**src/rtl/frame_scheduler.sv**
```systemverilog
// Per-frame draw sequencer: optional erase of the old footprint, y update, plot handshake, VGA write mux.
// Optional feature macro: FRAME_SCHEDULER_ERASE_EN (builds the ERASE state, its counters and drawn_y).
module frame_scheduler #(
  parameter logic [8:0]  X_POS    = 9'd10,
  parameter int unsigned SPRITE_W = 32,
  parameter int unsigned SPRITE_H = 64,
  parameter logic [7:0]  Y_MIN    = 8'd0,
  parameter logic [7:0]  Y_MAX    = 8'd176,
  parameter logic [7:0]  Y_INIT   = 8'd88,
  parameter logic [7:0]  STEP     = 8'd2
) (
  input  logic       clk,
  input  logic       reset,
  input  logic       frame_tick,
  input  logic       move_up,
  input  logic       move_down,
  input  logic       sprite_done,
  input  logic [8:0] sprite_x,
  input  logic [7:0] sprite_y,
  input  logic [2:0] sprite_colour,
  input  logic       sprite_we,
  output logic       sprite_plot,
  output logic [7:0] sprite_y_in,
  output logic [8:0] vga_x,
  output logic [7:0] vga_y,
  output logic [2:0] vga_colour,
  output logic       vga_we,
  output logic       busy,
  output logic       overrun
);

  typedef enum logic [2:0] {S_IDLE, S_ERASE, S_UPDATE, S_PLOT, S_WAIT} state_t;

  state_t     state, state_nxt;
  logic [7:0] y, y_nxt;
  logic [8:0] y_plus, y_floor;
  logic       up_q, down_q;
  logic       erase_go;

`ifdef FRAME_SCHEDULER_ERASE_EN
  localparam int unsigned XW = (SPRITE_W > 1) ? $clog2(SPRITE_W) : 1;
  localparam int unsigned YW = (SPRITE_H > 1) ? $clog2(SPRITE_H) : 1;

  logic [XW-1:0] xcnt;
  logic [YW-1:0] ycnt;
  logic [7:0]    drawn_y;
  logic          drawn_valid;
  logic          x_last, erase_last;

  assign x_last     = (xcnt == XW'(SPRITE_W - 1));
  assign erase_last = x_last && (ycnt == YW'(SPRITE_H - 1));
  assign erase_go   = drawn_valid;
`else
  assign erase_go   = 1'b0;
`endif

  assign sprite_y_in = y;

  // State register
  always_ff @(posedge clk) begin
    if (reset) state <= S_IDLE;
    else       state <= state_nxt;
  end

  // Next state and the clamped y update (y+STEP held at 9 bits so it cannot wrap)
  always_comb begin
    state_nxt = state;
    y_plus    = {1'b0, y} + {1'b0, STEP};
    y_floor   = {1'b0, Y_MIN} + {1'b0, STEP};
    y_nxt     = y;
    if (up_q && !down_q)
      y_nxt = ({1'b0, y} < y_floor) ? Y_MIN : (y - STEP);
    else if (down_q && !up_q)
      y_nxt = (y_plus > {1'b0, Y_MAX}) ? Y_MAX : y_plus[7:0];
    case (state)
      S_IDLE:   if (frame_tick) state_nxt = erase_go ? S_ERASE : S_UPDATE;
`ifdef FRAME_SCHEDULER_ERASE_EN
      S_ERASE:  if (erase_last) state_nxt = S_UPDATE;
`endif
      S_UPDATE: state_nxt = S_PLOT;
      S_PLOT:   state_nxt = S_WAIT;
      S_WAIT:   if (sprite_done) state_nxt = S_IDLE;
      default:  state_nxt = S_IDLE;
    endcase
  end

  // Datapath and registered outputs
  always_ff @(posedge clk) begin
    if (reset) begin
      y           <= Y_INIT;
      up_q        <= 1'b0;
      down_q      <= 1'b0;
      sprite_plot <= 1'b0;
      busy        <= 1'b0;
      overrun     <= 1'b0;
      vga_x       <= 9'd0;
      vga_y       <= 8'd0;
      vga_colour  <= 3'd0;
      vga_we      <= 1'b0;
`ifdef FRAME_SCHEDULER_ERASE_EN
      xcnt        <= '0;
      ycnt        <= '0;
      drawn_y     <= 8'd0;
      drawn_valid <= 1'b0;
`endif
    end else begin
      sprite_plot <= (state == S_UPDATE);
      busy        <= (state_nxt != S_IDLE);
      vga_we      <= 1'b0;
      if (frame_tick && (state != S_IDLE)) overrun <= 1'b1;
      if (frame_tick && (state == S_IDLE)) begin
        up_q   <= move_up;
        down_q <= move_down;
      end
      if (state == S_UPDATE) y <= y_nxt;
      if (state == S_WAIT) begin
        vga_x      <= sprite_x;
        vga_y      <= sprite_y;
        vga_colour <= sprite_colour;
        vga_we     <= sprite_we;
      end
`ifdef FRAME_SCHEDULER_ERASE_EN
      if (state == S_ERASE) begin
        vga_x      <= X_POS + 9'(xcnt);
        vga_y      <= drawn_y + 8'(ycnt);
        vga_colour <= 3'b000;
        vga_we     <= 1'b1;
        xcnt       <= x_last ? '0 : xcnt + XW'(1);
        if (x_last) ycnt <= erase_last ? '0 : ycnt + YW'(1);
      end
      if (state == S_PLOT) begin
        drawn_y     <= y;
        drawn_valid <= 1'b1;
      end
`endif
    end
  end

endmodule
```
**config.mk**
```make
export PLATFORM = sky130hd
export DESIGN_NAME = frame_scheduler
export DESIGN_NICKNAME = d
export VERILOG_FILES = /design/src/rtl/frame_scheduler.sv
export SDC_FILE = /design/constraint.sdc
export NUM_CORES = 1
export LEC_CHECK = 0
export ABC_AREA = 1
export BUFFER_PORTS_ARGS = -buffer_cell sky130_fd_sc_hd__buf_4
export CORE_UTILIZATION = 40
export DETAILED_ROUTE_END_ITERATION = 10
export PLACE_DENSITY = 0.64
export RECOVER_POWER = 100
export SYNTH_ARGS = -nofsm -noshare
export SYNTH_HDL_FRONTEND = slang
export SYNTH_SLANG_ARGS = --single-unit
```
**constraint.sdc**
```tcl
create_clock -name clk -period 4.1 [get_ports clk]
set_clock_uncertainty 0.05 [all_clocks]
set_input_delay 0.82 -clock clk [delete_from_list [all_inputs] [get_ports clk]]
set_output_delay 0.82 -clock clk [all_outputs]
set_load 0.01 [all_outputs]
```
==> results.py <==
metrics = {
    "run_status": {
        "run_status": "complete, no violations",
    },
    "sta": {
        "period_share_pct": 48.5,
        "slew_headroom_pct": 52.6,
        "rsz0062_at_grt": "false",
        "hold_viol": 0,
        "hold_ws_ps": 412,
        "setup_violations": 0,
        "tns_ps": 0,
        "period_needed_ps": 1990,
        "setup_slack_ps": 2110,
        "slew_violations": 0,
        "max_freq_ghz": 0.503,
        "tightest_slew_ps": 710,
    },
    "job": {
        "cap_viol_max_count": 0,
    },
    "clock_network": {
        "cts.sinks": 36,
        "clockBufferDepth": 2,
        "cts_tree": "built",
        "cts_hold_buf": 0,
        "cts_resized": 0,
        "cts-root-buf": "clkbuf_8",
        "post_cts_buffers": 0,
        "cts.clk_slew.worst_paths_ps": 70,
        "clkLatencyLatePin_ps": 290,
        "numCtsBuffers": 5,
        "cts-htree-levels": 2,
    },
    "critical_path": {
        "start_kind": "input pin",
        "reg2reg_from": "state[0]",
        "critical_path.slowest_cell": "inv_1",
        "crit_chain": "clkbuf_1 > inv_1 > nand2_1 > o32ai_1 > or2_2",
        "path_buf_inv": 2,
        "r2r_end": "vga_y[1]",
        "path_delay_family": "buffers and inverters",
        "r2r_cells": 5,
        "cp-end-kind": "flip-flop",
        "cp_data_arrival_time_ps": 2110,
        "cp-endpoint": "busy",
        "path_class": "input pin to flip-flop",
        "worst-path-stages": 5,
        "critPathRequiredTime_ps": 4220,
        "crit_start": "reset",
        "critPathMaxStageDelay_ps": 440,
        "reg2reg_slack_ps": 2250,
        "path_max_fanout": 28,
    },
    "global_routing": {
        "grt_antenna_before_repair": 0,
        "grt_pass1_wl_um": 6380,
        "grt_pass1_vias": 1482,
        "grt.overflow.total": 0,
        "grt_use_total_pct": 18.5,
        "grt_max_degree": 29,
    },
    "final_layout": {
        "drive_above_1_share_pct": 17.9,
        "fillers": 453,
        "nets": 331,
        "antenna_cells": 0,
        "layout_commonest_cell": "nor2_1",
        "fin_area_um2": 2160,
        "stdcell_count": 352,
        "final_cell_mix": "58 x nor2_1, 43 x nand2_1, 36 x dfxtp_1, 32 x clkbuf_1, 26 x o21ai_0",
        "area_growth_pct": 23.2,
    },
    "detailed_routing": {
        "drc": 0,
        "drt_wl_total_um": 3860,
        "ant_nets": 0,
        "post_drt_wl_per_cell_um": 11.0,
        "num_vias": 1667,
        "vias_per_cell": 4.74,
        "initialDrtViolationCount": 64,
        "dr.pass1.iters": 4,
    },
    "die": {
        "num_rows": 23,
        "dieArea_um2": 4660,
        "ios": 59,
        "die_w_um": 68.2,
        "dieHeight_um": 68.2,
        "initial_core_util_pct": 42.7,
        "core_um2": 4120,
    },
    "logic_synthesis": {
        "yosys.area.top_type_share_pct": 41.1,
        "synth-seq-cells": 36,
        "ys_seq_area_share_pct": 41.1,
        "synthCells": 249,
        "postSynthAreaPerCell_um2": 7.05,
        "synth_cell_types": 31,
        "yosys-top-cells-area": "dfxtp_1 41%, nor2_1 12%, nand2_1 9.0%",
        "synth_area_um2": 1760,
        "yosys_warnings": 0,
        "synth_largest_area_cell": "dfxtp_1",
        "synthesis.nets": 279,
    },
    "pwr": {
        "p_per_area_nw_per_um2": 373,
        "p_leak_uw": 0.000914,
        "peakVddDrop_mv": 0.224,
    },
    "worst_hold_path": {
        "hold_class": "flip-flop to flip-flop",
    },
    "placed_design": {
        "dp_hpwl_um": 2910,
        "place_inst": 344,
        "dpl_cell_area_um2": 2180,
        "finalWeightedCongestion": 0.855,
        "port_buffers": 57,
        "post-place-ws_ps": 2070,
    },
}
-- power breakdown --
group / internal, uW / total, uW / switching, uW
Clock: 180 / 307 / 127
Combinational: 50.1 / 119 / 68.9
Sequential: 365 / 381 / 16.1
-- cells by family after synthesis --
logic type,count (synthesis),synth area share (%)
fa+ha+maj,3,2.14
xor+xnor,5,2.50
flops,36,41.1
simple gates,128,32.2
other cells,1,0.214
compound gates,42,13.4
buf+inv,34,8.48
-- layout make-up --
| class | instances | area, um^2 | share of cell area (%) |
|---|---|---|---|
| Tap cell | 50 | 62.6 | 2.89 |
| Multi-Input combinational cell | 179 | 878 | 40.6 |
| Clock buffer | 5 | 68.8 | 3.18 |
| Sequential cell | 36 | 721 | 33.3 |
| Timing Repair Buffer | 57 | 308 | 14.2 |
| Clock inverter | 3 | 42.5 | 1.97 |
| Inverter | 22 | 82.6 | 3.82 |
-- state kept, by name (all words and copies together) (netlist names) --
signal / cells
state: 3
down_q: 1
vga_we: 1
busy: 1
vga_y: 8
vga_colour: 3
overrun: 1
sprite_y_in: 7
sprite_plot: 1
up_q: 1
vga_x: 9
-- cells in the mapped netlist, drive strengths merged --
master / number
a21oi: 9
buf: 7
clkbuf: 5
clkinv: 1
conb: 1
dfxtp: 36
ha: 3
inv: 21
nand2: 49
nand3: 10
nand4: 5
nor2: 61
nor3: 2
o21ai: 31
o21bai: 1
o32ai: 1
or2: 1
xnor2: 2
xor2: 3
-- through the flow --
| step | util, % | power [uW] |
|---|---|---|
| after floorplan | - | 470 |
| after global placement | 53.0 | 518 |
| after detailed placement | 53.0 | 519 |
| after CTS | 55.7 | 827 |
| after global routing | 52.6 | 849 |
| final | 52.6 | 806 |
-- layer usage --
metal	vias up	track usage, %	wire [um]
met2	46	28.7	1720
met1	727	22.9	1810
met3	5	7.00	287
met5	-	0	0
li1	889	-	-
met4	0	7.03	42
-- worst min path at each step --
stage | endpoint | depth (start not counted) | startpoint
after floorplan | up_q | 2 | up_q
after global placement | up_q | 2 | up_q
after detailed placement | overrun | 2 | overrun
after CTS | up_q | 2 | up_q
after global routing | down_q | 2 | down_q
final | up_q | 2 | up_q
-- worst register-to-register path: stages, from the launching register on --
cell	delay, ps
dfxtp_1	330
nor2_1	160
nand2_1	370
inv_1	640
nor2_1	90
nor2_1	140
Power figures use the tool's default switching activity.
